### config.mk
export PLATFORM = sky130hd
export DESIGN_NAME = mmu_refill_flat
export DESIGN_NICKNAME = d
export VERILOG_FILES = /design/src/rtl/mmu_refill_if.sv /design/src/rtl/mmu_refill.sv /design/src/flat_wrapper.sv
export SDC_FILE = /design/constraint.sdc
export NUM_CORES = 1
export LEC_CHECK = 0
export BUFFER_PORTS_ARGS = -buffer_cell sky130_fd_sc_hd__buf_2
export CAP_MARGIN = 20
export CELL_PAD_IN_SITES_DETAIL_PLACEMENT = 0
export CELL_PAD_IN_SITES_GLOBAL_PLACEMENT = 1
export CORE_MARGIN = 3
export CORE_UTILIZATION = 41
export CTS_CLUSTER_SIZE = 24
export DETAILED_ROUTE_END_ITERATION = 7
export PLACE_DENSITY_LB_ADDON = 0.15
export SLEW_MARGIN = 20
export SYNTH_ARGS = -nofsm -noshare
export SYNTH_HDL_FRONTEND = slang
export SYNTH_SLANG_ARGS = --single-unit
### constraint.sdc
create_clock -name clk -period 5.3 [get_ports clk]
set_clock_uncertainty 0.15 [all_clocks]
set_input_delay 1.59 -clock clk [delete_from_list [all_inputs] [get_ports clk]]
set_output_delay 1.59 -clock clk [all_outputs]
set_load 0.01 [all_outputs]
### src/rtl/mmu_refill_if.sv
// Signal bundle between the MMU refill engine and its surroundings: the fault
// trigger, the page-table base register, the PTE memory port and the MMU write port.
interface mmu_refill_if #(
    parameter int RV = 16
);
    logic          start;
    logic [RV-1:0] fault_reg;
    logic          ptbase_we;
    logic [RV-1:0] ptbase_data;
    logic          mem_req;
    logic [RV-1:0] mem_addr;
    logic          mem_ack;
    logic [RV-1:0] mem_rdata;
    logic          mmu_reg_write;
    logic [RV-1:0] mmu_reg_data;
    logic          busy;
    logic          done;
    logic          trap;
    logic [1:0]    trap_cause;

    // master: the refill engine; slave: the core, memory and MMU around it
    modport master (
        input  start, fault_reg, ptbase_we, ptbase_data, mem_ack, mem_rdata,
        output mem_req, mem_addr, mmu_reg_write, mmu_reg_data, busy, done, trap, trap_cause
    );

    modport slave (
        output start, fault_reg, ptbase_we, ptbase_data, mem_ack, mem_rdata,
        input  mem_req, mem_addr, mmu_reg_write, mmu_reg_data, busy, done, trap, trap_cause
    );
endinterface

### src/rtl/mmu_refill.sv
// Hardware page-table walker: on a captured MMU fault it fetches the PTE for
// {ins, sup, vpage}, writes it back into the MMU, or raises a software trap.
module mmu_refill #(
    parameter int RV      = 16,
    parameter int PA      = 16,
    parameter int VA      = 16,
    parameter int NMMU    = 8,
    parameter int TIMEOUT = 255
) (
    input  logic         clk,
    input  logic         reset,
    mmu_refill_if.master bus
);
    localparam int VPW = $clog2(NMMU);
    localparam int IW  = VPW + 2;
    localparam int BW  = RV - IW - 1;
    localparam int CW  = $clog2(TIMEOUT + 1);

    localparam logic [2:0] IDLE  = 3'd0;
    localparam logic [2:0] CHECK = 3'd1;
    localparam logic [2:0] FETCH = 3'd2;
    localparam logic [2:0] WRITE = 3'd3;
    localparam logic [2:0] DONE  = 3'd4;
    localparam logic [2:0] TRAP  = 3'd5;

    localparam logic [1:0] C_TIMEOUT = 2'b00;
    localparam logic [1:0] C_DISABLE = 2'b01;
    localparam logic [1:0] C_PROT    = 2'b10;
    localparam logic [1:0] C_INVALID = 2'b11;

    logic [2:0]     state;
    logic [BW-1:0]  r_base;
    logic           r_en;
    logic [VPW-1:0] r_vpage;
    logic           r_ins;
    logic           r_sup;
    logic           r_prot;
    logic [RV-1:0]  r_addr;
    logic [RV-1:0]  r_data;
    logic [1:0]     r_cause;
    logic [CW-1:0]  cnt;

    always_ff @(posedge clk or posedge reset) begin
        if (reset) begin
            state   <= IDLE;
            r_base  <= '0;
            r_en    <= 1'b0;
            r_vpage <= '0;
            r_ins   <= 1'b0;
            r_sup   <= 1'b0;
            r_prot  <= 1'b0;
            r_addr  <= '0;
            r_data  <= '0;
            r_cause <= '0;
            cnt     <= '0;
        end else begin
            if (bus.ptbase_we) begin
                r_base <= bus.ptbase_data[RV-1:IW+1];
                r_en   <= bus.ptbase_data[0];
            end
            case (state)
                IDLE: begin
                    if (bus.start) begin
                        r_vpage <= bus.fault_reg[VA-1:VA-VPW];
                        r_ins   <= bus.fault_reg[4];
                        r_sup   <= bus.fault_reg[3];
                        r_prot  <= bus.fault_reg[1];
                        state   <= CHECK;
                    end
                end
                CHECK: begin
                    if (r_prot) begin
                        r_cause <= C_PROT;
                        state   <= TRAP;
                    end else if (!r_en) begin
                        r_cause <= C_DISABLE;
                        state   <= TRAP;
                    end else begin
                        // address frozen here so base writes mid-walk cannot disturb it
                        r_addr <= {r_base, r_ins, r_sup, r_vpage, 1'b0};
                        cnt    <= '0;
                        state  <= FETCH;
                    end
                end
                FETCH: begin
                    if (bus.mem_ack) begin
                        if (!bus.mem_rdata[1]) begin
                            r_cause <= C_INVALID;
                            state   <= TRAP;
                        end else begin
                            // bits [1:0]=11: entry valid, virt-write select
                            r_data <= {bus.mem_rdata[RV-1:3], bus.mem_rdata[2], 2'b11};
                            state  <= WRITE;
                        end
                    end else if (cnt == CW'(TIMEOUT - 1)) begin
                        r_cause <= C_TIMEOUT;
                        state   <= TRAP;
                    end else begin
                        cnt <= cnt + 1'b1;
                    end
                end
                WRITE:   state <= DONE;
                DONE:    state <= IDLE;
                TRAP:    state <= IDLE;
                default: state <= IDLE;
            endcase
        end
    end

    assign bus.busy          = (state != IDLE);
    assign bus.mem_req       = (state == FETCH);
    assign bus.mem_addr      = r_addr;
    assign bus.mmu_reg_write = (state == WRITE);
    assign bus.mmu_reg_data  = r_data;
    assign bus.done          = (state == DONE);
    assign bus.trap          = (state == TRAP);
    assign bus.trap_cause    = r_cause;

    // fields of the fault/base/PTE words this engine does not consume
    logic unused_ok;
    assign unused_ok = &{1'b0, bus.fault_reg, bus.ptbase_data, bus.mem_rdata[0], PA > 0};
endmodule

### src/flat_wrapper.sv
// flat-port wrapper written by rule: the top's interface ports become plain ports
module mmu_refill_flat 
#(
    parameter int RV      = 16,
    parameter int PA      = 16,
    parameter int VA      = 16,
    parameter int NMMU    = 8,
    parameter int TIMEOUT = 255
)
  (clk, reset, bus_start, bus_fault_reg, bus_ptbase_we, bus_ptbase_data, bus_mem_ack, bus_mem_rdata, bus_mem_req, bus_mem_addr, bus_mmu_reg_write, bus_mmu_reg_data, bus_busy, bus_done, bus_trap, bus_trap_cause);
  mmu_refill_if #(.RV(RV)) bus_i ();
  input  logic clk;
  input  logic reset;
  input wire logic [$bits(bus_i.start)-1:0] bus_start;
  input wire logic [$bits(bus_i.fault_reg)-1:0] bus_fault_reg;
  input wire logic [$bits(bus_i.ptbase_we)-1:0] bus_ptbase_we;
  input wire logic [$bits(bus_i.ptbase_data)-1:0] bus_ptbase_data;
  input wire logic [$bits(bus_i.mem_ack)-1:0] bus_mem_ack;
  input wire logic [$bits(bus_i.mem_rdata)-1:0] bus_mem_rdata;
  output wire logic [$bits(bus_i.mem_req)-1:0] bus_mem_req;
  output wire logic [$bits(bus_i.mem_addr)-1:0] bus_mem_addr;
  output wire logic [$bits(bus_i.mmu_reg_write)-1:0] bus_mmu_reg_write;
  output wire logic [$bits(bus_i.mmu_reg_data)-1:0] bus_mmu_reg_data;
  output wire logic [$bits(bus_i.busy)-1:0] bus_busy;
  output wire logic [$bits(bus_i.done)-1:0] bus_done;
  output wire logic [$bits(bus_i.trap)-1:0] bus_trap;
  output wire logic [$bits(bus_i.trap_cause)-1:0] bus_trap_cause;
  assign bus_i.start = bus_start;
  assign bus_i.fault_reg = bus_fault_reg;
  assign bus_i.ptbase_we = bus_ptbase_we;
  assign bus_i.ptbase_data = bus_ptbase_data;
  assign bus_i.mem_ack = bus_mem_ack;
  assign bus_i.mem_rdata = bus_mem_rdata;
  assign bus_mem_req = bus_i.mem_req;
  assign bus_mem_addr = bus_i.mem_addr;
  assign bus_mmu_reg_write = bus_i.mmu_reg_write;
  assign bus_mmu_reg_data = bus_i.mmu_reg_data;
  assign bus_busy = bus_i.busy;
  assign bus_done = bus_i.done;
  assign bus_trap = bus_i.trap;
  assign bus_trap_cause = bus_i.trap_cause;
  mmu_refill #(.RV(RV), .PA(PA), .VA(VA), .NMMU(NMMU), .TIMEOUT(TIMEOUT)) u_core (.clk(clk), .reset(reset), .bus(bus_i));
endmodule
==> impl_metrics.csv, run 1 <==
group,metric,value,unit
route,postRouteAntennaNets,0,
grt,overflow,0,
grt,grt.total_usage,0.154,
clock_network,htreeDepth,3,
worst_setup_path,worstRegToRegCells,3,
worst_hold_path,min_path_cells,1,
timing,tns,0,ns
timing,finalHoldViolations,0,
clock_network,postCtsHoldBufs,0,
run,cap_violations,0,
pwr,p_leak,1.55,nW
grt,first_global_vias,1807,
layout,layout-drive-gt1-share,0.498,
yosys,synth_cell_types,43,
yosys,synth-seq-cells,60,
worst_hold_path,hold_path_end,"u_core.bus.mmu_reg_data[13]",
pwr,power.density,533,mW/mm^2
worst_setup_path,required,3.56,ns
outcome,status,"finished clean",
yosys,synth_cells,195,
worst_setup_path,cp-end-kind,"output pin",
yosys,async_reset_ff_frac,1.00,
route,drc,0,
yosys,synth_nets,250,
pwr,peakVddDrop,317,uV
clock_network,cts_tree,"built",
yosys,synth_edf_count,0,
worst_setup_path,r2r_slack,2.91,ns
timing,slew_violations,0,
floorplan,initial_core_util,0.430,
worst_setup_path,crit_path_start_kind,"register",
timing,fmax,0.303,GHz
route,dr.pass1.iters,4,
layout,seqCellArea,0.00150,sq mm
place,port_buffers,74,
floorplan,num_rows,28,
layout,area_growth,24.6,%
grt,antenna_found_initial,0,
layout,layout_common_cells,"buf_2, dfrtp_1, mux2_2",
route,detail_route.vias_per_cell,5.00,
worst_setup_path,arrival,1.56,ns
timing,fin_crit,3.30,ns
route,route.vias.total,1760,
yosys,synth_area,0.00259,sq mm
clock_network,clockBufferDepth,2,
timing,period_share,0.623,
clock_network,post_cts_resized,0,
timing,rsz0062_at_grt,"false",
clock_network,cts_sinks,60,
floorplan,placeableCoreArea,0.00603,sq mm
grt,grt_max_degree,34,
route,drtIter0Drc,66,
clock_network,numCtsBuffers,9,
layout,final_common_cell,"buf_2",
floorplan,die_area,0.00730,sq mm
place,hpwl,3530,um
timing,setup_viol,0,
clock_network,cts_root_buf,"clkbuf_8",
yosys,synth-main-ff-cell,"dfrtp_1",
worst_setup_path,rr_endpoint,"u_core.bus.mmu_reg_data[7]",
clock_network,clock_latency,0.33,ns
worst_setup_path,r2r-start,"u_core.state[0]",
worst_setup_path,worstSetupPathType,"reg2out",
yosys,synth_area_per_cell,13.3,sq um
clock_network,post_cts_buffers,0,
timing,setup_ws,2.00,ns
layout,final_nets,327,
worst_hold_path,hp-start,"u_core.bus.mmu_reg_data[13]",
worst_hold_path,hp-class,"reg2reg",
place,pre_cts_slack,2.09,ns
yosys,yosysWarnings,0,
floorplan,die_w,85.5,um
layout,multiInputGateArea,992,sq um
grt,grt_pass1_wl,8670,um
floorplan,die_y,85.5,um
place,gp_congestion,0.768,
timing,worst_pin_slew,0.830,ns
pwr,power,1.72,mW
timing,max-slew-margin-rel,0.446,
layout,nFillCells,556,
clock_network,path_clk_slew,0.07,ns
worst_setup_path,crit_fanout,11,
route,drt-total-wl,4970,um
route,avgRoutedWirePerCell,14.1,um
yosys,seq_area_frac_synth,0.580,
layout,diodes,0,
floorplan,num_io_pins,92,
## critical path, cell delays in order, from the launching register on
cell and delay, ns:
dfrtp_1 0.51, nor3b_4 0.49, buf_2 0.22
## power breakdown
group	total [mW]	leakage (nW)	internal (mW)	switching [mW]
logic	0.532	0.693	0.280	0.252
registers	0.727	0.745	0.622	0.105
clock network	0.460	0.110	0.268	0.192
## Yosys cell counts, types with 2 or more instances
cell,number,area [sq um]
a21oi_1,3,15.0
mux2_2,38,428
nor3_1,2,10.0
nand3_1,7,35.0
buf_4,3,22.5
buf_2,4,20.0
o21ai_0,5,25.0
nor2_2,2,12.5
nor2b_1,2,12.5
inv_1,10,37.5
o22ai_1,2,12.5
nor2_1,2,7.51
dfrtp_1,60,1500
mux2_1,9,101
or3_1,6,37.5
nand2b_1,3,18.8
o221ai_1,2,17.5
ha_1,2,25.0
nand2_1,9,33.8
## how the worst max path moves through the flow
| stage | start | end | slack (ns) | depth (start not counted) |
|---|---|---|---|---|
| after floorplan | reset | u_core.bus.mem_addr[10] | 2.08 | 1 |
| after global placement | bus_mem_ack | u_core.cnt[4] | 2.09 | 5 |
| after detailed placement | bus_mem_ack | u_core.cnt[3] | 2.09 | 5 |
| after CTS | u_core.state[2] | bus_mem_req | 1.99 | 2 |
| after global routing | u_core.state[1] | bus_mem_req | 1.90 | 2 |
| final | u_core.state[0] | bus_mem_req | 2.00 | 2 |
## layout make-up
type,instances,share of cell area
inverter,10,0.0116
timing repair buffer,75,0.117
clock inverter,7,0.0306
sequential,60,0.465
multi-input combinational,116,0.308
clock buffer,9,0.0384
tap,75,0.0291
## flip-flops by register name (all words and copies together), names as in the netlist
name,count
u_core.r_prot,1
u_core.cnt,8
u_core.r_sup,1
u_core.r_ins,1
u_core.r_vpage,3
u_core.bus.mmu_reg_data,15
u_core.r_base,10
u_core.bus.trap_cause,2
u_core.r_en,1
u_core.state,3
u_core.bus.mem_addr,15
## routing by layer
layer,GRT usage,share of wire
met1,0.192,0.43
met2,0.239,0.49
met3,0.0641,0.074
met4,0.0604,0.011
met5,0,0
## cell families after synthesis
family | Yosys count | synth area share
flops | 60 | 0.580
mux | 48 | 0.208
simple gates | 43 | 0.0991
compound gates | 21 | 0.0614
buf+inv | 19 | 0.0367
fa+ha+maj | 2 | 0.00966
other cells | 1 | 0.00145
xor+xnor | 1 | 0.00338
## metrics by stage
stage | utilization | hold slack [ns] | cell area [sq um] | cells
4_1_cts | 0.535 | 0.339 | 3230 | 352
3_5_place_dp | 0.498 | 0.322 | 3000 | 336
3_3_place_gp | 0.498 | 0.312 | 3000 | 336
2_1_floorplan | - | 0.325 | 2590 | 195
6_report | 0.535 | 0.331 | 3230 | 352
5_1_grt | 0.535 | 0.352 | 3230 | 352
(Power assumes the default switching activity.)
==> run 2, diff against run 1 <==
Settings changed: CORE_UTILIZATION 41 to 35.
Clock period 5.3 ns to 2.87 ns, I/O delays scaled along.
==> run 2 against run 1 <==
Cell area is 1.2% higher. Total power grew 82%. Sequential cell count is the same. Non-clock buffer count grew 2. Sequential power up 86%. Routed wire length is 6.6% higher. Utilization fell by 6.8 points. Sequential share of layout area is 0.57 points lower. Final cell count up 6.5%. Clock-buffer cell count grew 1. Largest cell class unchanged.
==> impl_metrics.csv, run 2 (same netlist as run 1, synthesis figures left out) <==
group,metric,value,unit
outcome,status,"finished clean",
place,gp_congestion,0.702,
grt,overflow,0,
floorplan,die_w,92,um
route,drc,0,
pwr,p_sw,1.02,mW
timing,period_share,0.851,
pwr,seq_power_share,0.432,
floorplan,initial_core_util,0.371,
floorplan,placeableCoreArea,0.00698,sq mm
route,avgRoutedWirePerCell,14.1,um
clock_network,postCtsHoldBufs,0,
worst_setup_path,crit_fanout,11,
place,port_buffers,74,
clock_network,post_cts_buffers,0,
place,pre_cts_slack,0.351,ns
timing,setup_ws,0.427,ns
pwr,power,3.13,mW
floorplan,die_y,92,um
pwr,power.internal,2.11,mW
route,drtIter0Drc,91,
timing,setup_viol,0,
pwr,p_clk_frac,0.248,
clock_network,clockBufferDepth,2,
run,cap_violations,0,
worst_setup_path,worstSetupPathType,"reg2out",
grt,grt.total_usage,0.137,
clock_network,cts_sinks,60,
clock_network,htreeDepth,3,
grt,antenna_found_initial,0,
clock_network,path_clk_slew,0.07,ns
layout,layout_common_cells,"buf_2, dfrtp_1, mux2_2",
place,placedCellCount,359,
layout,layout-drive-gt1-share,0.502,
place,hpwl,3770,um
timing,max-slew-margin-rel,0.503,
clock_network,clock_latency,0.33,ns
layout,diodes,0,
pwr,p_leak,1.55,nW
worst_setup_path,max_stage_delay,0.51,ns
timing,fmax,0.409,GHz
pwr,p_sw_frac,0.327,
floorplan,die_area,0.00846,sq mm
grt,grt_pass1_wl,9030,um
route,detail_route.vias_per_cell,4.66,
route,dr.pass1.iters,3,
layout,final_nets,329,
worst_setup_path,critPathBufInv,2,
clock_network,numCtsBuffers,9,
worst_setup_path,r2r_slack,0.67,ns
route,route.vias.total,1746,
timing,worst_pin_slew,0.746,ns
place,dpl_cell_area,0.00306,sq mm
layout,final_cell_area,0.00327,sq mm
timing,fin_crit,2.44,ns
pwr,power.density,959,mW/mm^2
clock_network,cts_tree,"built",
route,drt-total-wl,5300,um
clock_network,cts_root_buf,"clkbuf_8",
pwr,peakVddDrop,501,uV
layout,multiInputGateArea,992,sq um
floorplan,num_rows,30,
worst_setup_path,crit_path_start_kind,"register",
worst_setup_path,crit_slowest_cell,"dfrtp_1",
layout,area_growth,26.1,%
timing,finalHoldViolations,0,
grt,grt_max_degree,61,
layout,final_cell_count_no_fill,375,
worst_setup_path,cp_top_family,"flip-flops",
layout,seqCellArea,0.00150,sq mm
worst_setup_path,cp-end-kind,"output pin",
timing,slew_violations,0,
clock_network,post_cts_resized,0,
layout,nFillCells,685,
worst_hold_path,hp-class,"reg2reg",
layout,postLayoutCoreUtil,0.468,
worst_setup_path,required,1.86,ns
worst_setup_path,arrival,1.43,ns
layout,final_common_cell,"buf_2",
grt,first_global_vias,1773,
floorplan,num_io_pins,92,
timing,rsz0062_at_grt,"false",
worst_setup_path,crit_chain,"nor3b_4, buf_4, buf_2",
timing,hold-worst-slack,0.332,ns
pwr,combPwrFrac,0.320,
route,postRouteAntennaNets,0,
timing,tns,0,ns
run 2: cell types whose count changed in the layout (fill, tap and decap cells not counted), sizes merged:
cell,before,now
clkbuf,9,10
clkinvlp,1,2
inv,12,11
bufinv,2,1
buf,75,77
run 2: final timing paths:
kind / from / to / depth (start not counted)
max: u_core.state[0] / bus_mem_req / 3
min: u_core.bus.mmu_reg_data[4] / u_core.bus.mmu_reg_data[4] / 1
max reg2reg: u_core.cnt[0] / u_core.bus.trap_cause[0] / 6
min reg2reg: u_core.bus.mmu_reg_data[4] / u_core.bus.mmu_reg_data[4] / 1
max in group asynchronous: reset / u_core.state[2] / 3
min in group asynchronous: reset / u_core.bus.mmu_reg_data[13] / 3
run 2: cell type report:
| type | count | area share |
|---|---|---|
| flip-flops and latches | 60 | 0.460 |
| multi-input cells | 116 | 0.304 |
| repair buffers | 77 | 0.124 |
| clock buffers | 10 | 0.0421 |
| well taps | 96 | 0.0368 |
| clock inverters | 6 | 0.0218 |
| inverters | 10 | 0.0115 |
run 2: routing by layer:
metal	global-route usage	vias to the layer above	routed length (um)
met5	0	-	0
met4	0.0334	0	18
met3	0.0664	2	323
met2	0.206	48	2690
met1	0.179	852	2270
li1	-	844	-
run 2: worst register-to-register path, stage by stage, from the launching register on:
cell,delay (ns)
dfrtp_1,0.39
inv_1,0.14
ha_1,0.19
nand3_1,0.19
o211a_1,0.31
a211oi_1,0.32
mux2_2,0.39
run 2: power groups by stage:
stage	logic (mW)	clock network, mW	registers (mW)
floorplan	0.602	0	1.40
global placement	1.02	0	1.36
detailed placement	1.03	0	1.37
CTS	1.03	0.811	1.36
global route	1.11	0.857	1.40
finish	1.00	0.777	1.35
==> run 3, diff against run 2 <==
Settings changed: CELL_PAD_IN_SITES_GLOBAL_PLACEMENT 1 to 2, CORE_UTILIZATION 35 to 28.
==> run 3 against run 2 <==
Clock power grew 11%. Sequential cell count is the same. Critical endpoint unchanged. Maximum frequency about the same. Utilization is 9.5 points lower. Global-route usage is 2.3 points lower. Total power is 2.6% higher. Register-to-register slack hardly changed. Setup slack got worse by 0.00078 ns. First-iteration DRC count decreased by 14%.
==> impl_metrics.csv, run 3 (same netlist as run 1, synthesis figures left out) <==
group,metric,value,unit
route,route.vias.total,1763,
clock_network,htreeDepth,3,
route,dr.pass1.iters,4,
floorplan,num_rows,34,
grt,met3_usage,0.0580,
place,port_buffers,74,
worst_setup_path,crit_slowest_cell,"dfrtp_1",
outcome,status,"finished clean",
clock_network,post_cts_resized,0,
timing,slew_violations,0,
worst_setup_path,required,1.86,ns
run,cap_violations,0,
worst_setup_path,critPathBufInv,2,
timing,rsz0062_at_grt,"false",
route,detail_route.vias_per_cell,4.54,
worst_setup_path,worstSetupPathType,"reg2out",
worst_hold_path,hp-class,"in2async",
route,drtIter0Drc,78,
grt,grt.total_usage,0.115,
pwr,p_leak,1.57,nW
worst_setup_path,rr_endpoint,"u_core.bus.trap_cause[1]",
grt,use_met2,0.172,
grt,met1_usage,0.146,
worst_setup_path,cp-end-kind,"output pin",
timing,worst_pin_slew,0.775,ns
route,drt-total-wl,5550,um
clock_network,cts_sinks,60,
grt,first_global_vias,1791,
clock_network,cts_root_buf,"clkbuf_8",
layout,area_growth,27.3,%
worst_setup_path,r2r-start,"u_core.cnt[0]",
worst_setup_path,worstRegToRegCells,6,
floorplan,die_w,102,um
floorplan,num_io_pins,92,
place,dpl_cell_area,0.00307,sq mm
route,postRouteAntennaNets,0,
clock_network,post_cts_buffers,0,
worst_setup_path,cp_top_family,"flip-flops",
clock_network,numCtsBuffers,9,
pwr,peakVddDrop,479,uV
grt,antenna_found_initial,0,
layout,final_cell_area,0.00329,sq mm
worst_setup_path,crit_chain,"nor3b_4, buf_4, buf_2",
timing,setup_viol,0,
clock_network,postCtsHoldBufs,0,
floorplan,die_area,0.0104,sq mm
route,drc,0,
grt,grt_pass1_wl,9110,um
place,gp_congestion,0.651,
grt,overflow,0,
floorplan,die_y,102,um
grt,grt_max_degree,29,
timing,fmax,0.409,GHz
layout,final_common_cell,"buf_2",
worst_setup_path,worstSetupEndpoint,"bus_mem_req",
worst_setup_path,cp-startpoint,"u_core.state[1]",
worst_setup_path,cp.depth,3,
layout,diodes,0,
clock_network,clock_latency,0.33,ns
layout,final_nets,330,
floorplan,initial_core_util,0.293,
layout,final_cell_count_no_fill,388,
grt,grt-busiest-layer,"met2",
place,placedCellCount,372,
worst_setup_path,arrival,1.43,ns
timing,fin_crit,2.44,ns
worst_setup_path,r2r_slack,0.66,ns
layout,layout_common_cells,"buf_2, dfrtp_1, mux2_2",
layout,layout-drive-gt1-share,0.496,
timing,tns,0,ns
clock_network,path_clk_slew,0.07,ns
layout,postLayoutCoreUtil,0.372,
clock_network,cts_tree,"built",
worst_setup_path,crit_path_start_kind,"register",
timing,finalHoldViolations,0,
route,avgRoutedWirePerCell,14.3,um
floorplan,placeableCoreArea,0.00885,sq mm
clock_network,clockBufferDepth,2,
timing,max-slew-margin-rel,0.484,
timing,period_share,0.852,
pwr,power,3.21,mW
place,hpwl,3920,um
worst_setup_path,max_stage_delay,0.50,ns
pwr,power.density,975,mW/mm^2
worst_setup_path,crit_fanout,10,
[run 3: how the worst min path moves through the flow]
stage / slack, ns / depth (start not counted) / endpoint
2_1_floorplan: 0.32 / 1 / u_core.r_ins
3_3_place_gp: 0.31 / 1 / u_core.bus.mmu_reg_data[13]
3_5_place_dp: 0.32 / 1 / u_core.bus.mmu_reg_data[1]
4_1_cts: 0.25 / 2 / u_core.r_base[4]
5_1_grt: 0.24 / 2 / u_core.bus.mem_addr[12]
6_report: 0.27 / 2 / u_core.r_base[4]
[run 3: worst register-to-register path: stages (launching register included)]
cell      delay, ns
dfrtp_1        0.40
inv_1          0.14
ha_1           0.19
nand3_1        0.19
o211a_1        0.30
a211oi_1       0.35
mux2_2         0.38
[run 3: per-layer routing]
layer | routed length, um | share of wire
met4 | 37 | 0.0067
met2 | 2580 | 0.46
met3 | 441 | 0.079
met5 | 0 | 0
met1 | 2500 | 0.45
[run 3: area by class of cell]
class	count	area [sq um]
multi-input combinational	116	992
tap	108	135
sequential	60	1500
clock buffer	13	159
timing repair buffer	78	400
fill	888	5550
clock inverter	3	68.8
inverter	10	37.5
[run 3: power breakdown]
part / leakage (nW) / switching (mW) / internal [mW]
clock network: 0.114 / 0.326 / 0.539
registers: 0.745 / 0.194 / 1.15
logic: 0.708 / 0.476 / 0.527
[run 3: metrics by stage]
step | setup WS, ns | hold WS, ns
floorplan | 0.374 | 0.325
global placement | 0.338 | 0.313
detailed placement | 0.379 | 0.321
CTS | 0.380 | 0.246
global route | 0.305 | 0.240
finish | 0.426 | 0.268
